[src/rtl/cache_pkg.sv]
// Purpose: shared geometry, state encoding and address helpers for the data cache.
// Latency: n/a (types, constants and pure functions only).
// Backpressure: n/a.
package cache_pkg;

    // Default geometry; dcache_ctrl parameters take these as defaults and the
    // field widths below are derived from the same numbers.
    localparam int DEF_NUM_LINES  = 16;
    localparam int DEF_LINE_WORDS = 4;
    localparam int DEF_ADDR_WIDTH = 32;

    localparam int WORD_BITS   = $clog2(DEF_LINE_WORDS);
    localparam int OFFSET_BITS = WORD_BITS + 2;
    localparam int INDEX_BITS  = $clog2(DEF_NUM_LINES);
    localparam int TAG_BITS    = DEF_ADDR_WIDTH - OFFSET_BITS - INDEX_BITS;

    typedef enum logic [1:0] {
        IDLE      = 2'd0,
        WRITEBACK = 2'd1,
        REFILL    = 2'd2
    } state_t;

    typedef logic [TAG_BITS-1:0]       tag_t;
    typedef logic [INDEX_BITS-1:0]     index_t;
    typedef logic [WORD_BITS-1:0]      word_sel_t;
    typedef logic [DEF_ADDR_WIDTH-1:0] addr_t;

    function automatic word_sel_t addr_word(input addr_t addr);
        return addr[OFFSET_BITS-1:2];
    endfunction

    function automatic index_t addr_index(input addr_t addr);
        return addr[OFFSET_BITS+INDEX_BITS-1:OFFSET_BITS];
    endfunction

    function automatic tag_t addr_tag(input addr_t addr);
        return addr[DEF_ADDR_WIDTH-1:OFFSET_BITS+INDEX_BITS];
    endfunction

    // Word-aligned address of one beat of a line.
    function automatic addr_t beat_addr(input tag_t tag, input index_t index, input word_sel_t beat);
        return {tag, index, beat, 2'b00};
    endfunction

endpackage

[src/rtl/dcache_array.sv]
// Purpose: tag/valid/dirty/data storage for the direct-mapped cache.
// Latency: combinational line read; word and metadata writes land on the next rising edge.
// Backpressure: none; the controller sequences all writes.
// Ports: index selects the line for both read and write; word_* writes one data word;
//        meta_* updates valid/dirty/tag; reset (active-low) clears valid and dirty only.
module dcache_array
    import cache_pkg::*;
#(
    parameter int NUM_LINES  = DEF_NUM_LINES,
    parameter int LINE_WORDS = DEF_LINE_WORDS
) (
    input  logic                         clock,
    input  logic                         reset,
    input  index_t                       index,
    output logic                         line_valid,
    output logic                         line_dirty,
    output tag_t                         line_tag,
    output logic [LINE_WORDS-1:0][31:0]  line_data,
    input  logic                         word_we,
    input  word_sel_t                    word_sel,
    input  logic [31:0]                  word_data,
    input  logic                         meta_we,
    input  logic                         meta_valid,
    input  logic                         meta_dirty,
    input  tag_t                         meta_tag
);

    logic [NUM_LINES-1:0]            valid_bits;
    logic [NUM_LINES-1:0]            dirty_bits;
    tag_t                            tag_mem  [NUM_LINES];
    logic [LINE_WORDS-1:0][31:0]     data_mem [NUM_LINES];

    assign line_valid = valid_bits[index];
    assign line_dirty = dirty_bits[index];
    assign line_tag   = tag_mem[index];
    assign line_data  = data_mem[index];

    // Only the state bits are reset; stale tags/data are harmless once valid is 0.
    always_ff @(posedge clock or negedge reset) begin
        if (!reset) begin
            valid_bits <= '0;
            dirty_bits <= '0;
        end else if (meta_we) begin
            valid_bits[index] <= meta_valid;
            dirty_bits[index] <= meta_dirty;
        end
    end

    always_ff @(posedge clock) begin
        if (word_we) begin
            data_mem[index][word_sel] <= word_data;
        end
        if (meta_we) begin
            tag_mem[index] <= meta_tag;
        end
    end

endmodule

[src/rtl/dcache_ctrl.sv]
// Purpose: direct-mapped write-back write-allocate D-cache controller (FSM, hit logic, memory muxing).
// Latency: hits complete in the issuing cycle; misses take 1 + beats (x2 when the victim is dirty).
// Backpressure: cache_stall freezes the pipeline; each memory beat holds until mem_ack.
// Ports: cpu_* from/to the MEM stage; mem_* one-word beats to main memory; reset is async active-low.
module dcache_ctrl #(
    parameter int NUM_LINES  = cache_pkg::DEF_NUM_LINES,
    parameter int LINE_WORDS = cache_pkg::DEF_LINE_WORDS,
    parameter int ADDR_WIDTH = cache_pkg::DEF_ADDR_WIDTH
) (
    input  logic                  clock,
    input  logic                  reset,
    input  logic                  cpu_read_en,
    input  logic                  cpu_write_en,
    input  logic [ADDR_WIDTH-1:0] cpu_addr,
    input  logic [31:0]           cpu_write_data,
    output logic [31:0]           cpu_read_data,
    output logic                  cache_stall,
    output logic                  mem_req,
    output logic                  mem_we,
    output logic [ADDR_WIDTH-1:0] mem_addr,
    output logic [31:0]           mem_wdata,
    input  logic [31:0]           mem_rdata,
    input  logic                  mem_ack
);
    import cache_pkg::*;

    localparam word_sel_t LAST_BEAT = word_sel_t'(LINE_WORDS - 1);

    state_t    state, next_state;
    word_sel_t beat, next_beat;

    index_t    cpu_index;
    tag_t      cpu_tag;
    word_sel_t cpu_word;

    logic                        line_valid, line_dirty;
    tag_t                        line_tag;
    logic [LINE_WORDS-1:0][31:0] line_data;

    logic        word_we, meta_we, meta_valid, meta_dirty;
    word_sel_t   word_sel;
    logic [31:0] word_data;

    logic access, hit;

    assign cpu_index = addr_index(cpu_addr);
    assign cpu_tag   = addr_tag(cpu_addr);
    assign cpu_word  = addr_word(cpu_addr);

    assign access = cpu_read_en | cpu_write_en;
    assign hit    = line_valid && (line_tag == cpu_tag);

    // Outputs are masked by reset so the pipeline sees no stall while reset is held,
    // even with an access pending against the freshly invalidated array.
    assign cache_stall   = reset && access && ((state != IDLE) || !hit);
    assign cpu_read_data = (reset && hit) ? line_data[cpu_word] : 32'd0;

    dcache_array #(
        .NUM_LINES  (NUM_LINES),
        .LINE_WORDS (LINE_WORDS)
    ) u_array (
        .clock      (clock),
        .reset      (reset),
        .index      (cpu_index),
        .line_valid (line_valid),
        .line_dirty (line_dirty),
        .line_tag   (line_tag),
        .line_data  (line_data),
        .word_we    (word_we),
        .word_sel   (word_sel),
        .word_data  (word_data),
        .meta_we    (meta_we),
        .meta_valid (meta_valid),
        .meta_dirty (meta_dirty),
        .meta_tag   (cpu_tag)
    );

    always_ff @(posedge clock or negedge reset) begin
        if (!reset) begin
            state <= IDLE;
            beat  <= '0;
        end else begin
            state <= next_state;
            beat  <= next_beat;
        end
    end

    always_comb begin
        next_state = state;
        next_beat  = beat;
        mem_req    = 1'b0;
        mem_we     = 1'b0;
        mem_addr   = '0;
        mem_wdata  = 32'd0;
        word_we    = 1'b0;
        word_sel   = cpu_word;
        word_data  = cpu_write_data;
        meta_we    = 1'b0;
        meta_valid = 1'b1;
        meta_dirty = 1'b1;

        unique case (state)
            IDLE: begin
                if (access) begin
                    if (hit) begin
                        // Write wins when both enables are set.
                        if (cpu_write_en) begin
                            word_we = 1'b1;
                            meta_we = 1'b1;
                        end
                    end else begin
                        next_beat  = '0;
                        next_state = (line_valid && line_dirty) ? WRITEBACK : REFILL;
                    end
                end
            end

            WRITEBACK: begin
                // Victim shares the index; its tag is still in the array.
                mem_req   = 1'b1;
                mem_we    = 1'b1;
                mem_addr  = beat_addr(line_tag, cpu_index, beat);
                mem_wdata = line_data[beat];
                if (mem_ack) begin
                    if (beat == LAST_BEAT) begin
                        next_beat  = '0;
                        next_state = REFILL;
                    end else begin
                        next_beat = beat + 1'b1;
                    end
                end
            end

            REFILL: begin
                mem_req  = 1'b1;
                mem_addr = beat_addr(cpu_tag, cpu_index, beat);
                if (mem_ack) begin
                    word_we   = 1'b1;
                    word_sel  = beat;
                    word_data = mem_rdata;
                    if (beat == LAST_BEAT) begin
                        // Line becomes valid only once every word has arrived.
                        meta_we    = 1'b1;
                        meta_dirty = 1'b0;
                        next_beat  = '0;
                        next_state = IDLE;
                    end else begin
                        next_beat = beat + 1'b1;
                    end
                end
            end

            default: begin
                next_state = IDLE;
                next_beat  = '0;
            end
        endcase

        if (!reset) begin
            word_we = 1'b0;
            meta_we = 1'b0;
        end
    end

endmodule

[config.mk]
export PLATFORM = sky130hd
export DESIGN_NAME = dcache_ctrl
export DESIGN_NICKNAME = d
export VERILOG_FILES = /design/src/rtl/cache_pkg.sv /design/src/rtl/dcache_array.sv /design/src/rtl/dcache_ctrl.sv
export SDC_FILE = /design/constraint.sdc
export NUM_CORES = 2
export LEC_CHECK = 0
export ABC_AREA = 1
export ABC_CLOCK_PERIOD_IN_PS = 8860
export CAP_MARGIN = 20
export CORE_MARGIN = 2
export CORE_UTILIZATION = 25
export DETAILED_ROUTE_END_ITERATION = 10
export PLACE_DENSITY = 0.45
export SETUP_SLACK_MARGIN = 0.05
export SYNTH_ARGS = -nofsm -noshare
export SYNTH_HDL_FRONTEND = slang
export SYNTH_HIERARCHICAL = 1
export SYNTH_SLANG_ARGS = --single-unit
[constraint.sdc]
create_clock -name clock -period 8.86 [get_ports clock]
set_input_delay 0.886 -clock clock [delete_from_list [all_inputs] [get_ports clock]]
set_output_delay 0.886 -clock clock [all_outputs]
set_load 0.03 [all_outputs]
==> impl_results.md <==
* Status: complete, no violations
* Drt pass-1 iters at 5
* Initial Util at 25.1%
* Buffers on Ports at a little under 200
* ANT nets after route at 0
* Max-Cap Viols at 0
* Total power at around 28 mW
* FMAX at 0.148 GHz
* Setup TNS Final at 0 ps
* Wire length on met1 at around 150000 um
* Count of cell types in the netlist at 33
* CP Depth at 19
* Hpwl dp at between 150000 and 200000 um
* FFs w/ async S/R, synth at 1.46%
* Top Family by Delay on Critical Path: buffers and inverters
* Clock root buffer: clkbuf_16
* Clk buf depth at 4
* Synth warnings at 6
* Row cnt at 240
* Post-Synth XOR/XNOR Area at less than 1%
* Postcts setup bufs at 0
* Synth area leaders: edfxtp_1 (68%), nand2_1 (24%), inv_1 (1.6%), buf_2 (1.4%), o21ai_0 (0.92%)
* Clock-pin slew on the worst setup and hold paths at around 60 ps
* Clk Latency, worst-skew pair at just under 900 ps
* Fin nets at between 10000 and 15000
* Pin slew with the least headroom to its limit at about 1100 ps
* Worst setup SP type: primary input
* Unrepaired setup endpoints after global routing: false
* First-pass GRT wire length at just under 500000 um
* Worst path arrival time at 5890 ps
* Ports at 200
* Min-delay worst type: in -> async
* Largest net degree at the start of global routing at ~170
* Area share of and/or/nand/nor cells after synthesis at about a quarter
* CP Class: in -> out
* WL met2 at between 150000 and 200000 um
* Wire length per cell at around 21 um
* WL met3 at between 10000 and 15000 um
* Total global-route track usage at between 15 and 20%
* Fin. Hold Viols at 0
* Die Area at roughly 0.43 mm^2
* Initial antenna violation count at 10
* Most used DFF post-synth: edfxtp_1
* Period utilization at between 70% and 80%
* Vias in the first global route at just under 70000
* Core ar. at around 0.43 mm^2
* Post-synth top area cell: edfxtp_1
* Syn_area_per_cell at 9.80 um^2
* CTS Sinks at ~2500
* Sequential area share after synthesis at approximately 69%
* # DRC at 0
* CP bufs+invs at 9
* Setup Skew at 88.2 ps
* PostCTS Resize Cnt at 0
* Most frequent cell after synthesis: nand2_1
* Netlist Area Pre-Place at approximately 0.11 mm^2
* Die W at around 660 um
* CP max-delay cell: clkdlybuf4s50_1
* Endpoints failing setup at 0
* Crit path cell chain: buf_8 -> inv_8 -> buf_12 -> buf_12 -> buf_4 -> buf_4 -> nand2_1 -> nand2_1 -> nand2_1 -> nand2_1 -> nand2_1 -> nand2_1 -> inv_1 -> nand2_1 -> nor2_1 -> o21ai_0 -> inv_1 -> nor2_2 -> clkdlybuf4s50_1
* Die H at 658 um
* Critical path capture point type: primary output
* CTS Buf Count at around 280
* Layout fillers at around 44000
* Largest family of logic cells by synthesized area: simple AND/OR/NAND/NOR gates
* Top-area cell type share of the netlist area at 68.3%
* RePlAce Congestion at 0.795
* Min Tclk post-route at ~6800 ps
* Max Slew Vio Count at 0
* Post-synthesis mux area share at less than 1%
* Register-to-Register Path Depth at 22
* Most frequent cells after synthesis: nand2_1 (6800), edfxtp_1 (2432), inv_1 (459)
* H-tree Lvls at 5
* Worst stage delay on the critical path at slightly below 700 ps
* Worst IR drop on VDD at approximately 0.16 mV
* Compound-Gate Fraction of Synth Area at under 10%
* 1st-iter DRT viols at roughly 5700
* Vias at 72000
* WL final at approximately 350000 um
* Number of enable flip-flop cells after synthesis at between 2000 and 2500
* Adder-Cell Fraction of Synth Area at less than 1%
* #FFs+latches synth at between 2000 and 2500
* DR vias/cell at about 4.3
* Cells after Synth at around 11000
* CTS tree: built
* P per Cell Area at between 200 and 250 mW/mm^2
* Max FO, Critical Path at 80
* CTS Hold Bufs at 0
* Required time worst endpoint at around 8000 ps
* Slew headroom at 24.0%
* Highest Signal Layer: met4
* Utilization after layout at roughly 29%
* CP most frequent cell: nand2_1
* Share of cells above drive strength 1 at 6.22%
* Synthesis-to-finish area growth at 16.8%
* Total gr overflow at 0
* Static Leakage at 50.8 nW
[stage by stage]
stage | hold WS (ps) | instances | worst slack (ps) | cell area [um^2]
floorplan | 453 | 10900 | 3780 | 107000
CTS | 54.4 | 16900 | 2000 | 125000
global route | 94.2 | 16900 | 1900 | 125000
detailed placement | 473 | 16500 | 1690 | 116000
finish | 94.7 | 16900 | 2090 | 125000
global placement | 466 | 16400 | 1680 | 116000
[path summary, 6_finish.rpt]
kind | startpoint | endpoint | slack [ps]
worst max-delay path | cpu_addr[4] | cpu_read_data[16] | 2090
min in group clock | u_array/valid_bits[1] | u_array/valid_bits[1] | 480
max in group asynchronous | reset | u_array/valid_bits[1] | 8310
worst min register to register | u_array/valid_bits[1] | u_array/valid_bits[1] | 480
worst max register to register | u_array/tag_mem[1][21] | u_array/data_mem[1][5] | 3800
worst min-delay path | reset | state[1] | 90
[cell families (layout without fill, tap and decap cells)]
kind of cell | count (synthesis) | in the layout
AND/OR/NAND/NOR | 7067 | 7067
flip-flops | 2468 | 2468
buffers and inverters | 1010 | 1339
AO/OA/AOI/OAI | 324 | 324
multiplexers | 32 | 32
XOR/XNOR | 7 | 7
adder cells (fa/ha/maj) | 4 | 4
other | 2 | 16
[sequential cells by signal (all words and copies together), names as in the netlist]
register	count
u_array/dirty_bits	16
u_array/data_mem	2048
u_array/tag_mem	384
state	2
beat	2
u_array/valid_bits	16
[final cells by class]
class | count | area, um^2 | area share (%)
Multi-Input combinational cell | 7437 | 29400 | 23.5
Timing Repair Buffer | 391 | 4020 | 3.21
Clock inverter | 115 | 1140 | 0.909
Inverter | 467 | 1790 | 1.43
Antenna cell | 13 | 32.5 | 0.0260
Tap cell | 5687 | 7120 | 5.70
Clock buffer | 366 | 7530 | 6.03
Sequential cell | 2468 | 73900 | 59.2
[where the power goes]
group,internal (mW),total (mW),switching [mW]
sequential,13.3,13.4,0.0297
clock,6.57,11.3,4.72
combinational,0.632,3.02,2.39
[layer usage]
layer  GRT usage, %  up-vias
met1           20.5    35000
met2           26.8     1403
li1               -    35200
met4           5.35        0
met5              0        -
met3           1.55      415
[placed cells by master (no fill, tap or decap), drive strengths merged]
cell           netlist  layout
conb                 2       3
buf                363     201
a21oi              122     122
nor4                 1       1
a21boi               1       1
clkinv               2      82
nand4                5       5
and3                 1       1
nand3               14      14
inv                465     477
ha                   4       4
o211ai               1       1
xnor2                4       4
diode                0      13
clkdlybuf4s50        0     190
xor2                 3       3
clkinvlp             0       3
dfrtp               36      36
edfxtp            2432    2432
mux2                32      32
clkbuf             180     366
or2                  2       2
nor3                 4       4
nand2             6800    6800
bufinv               0      20
nand3b               2       2
nor2               238     238
o21ai              200     200
Note: power is estimated with default switching activity, not from simulation.
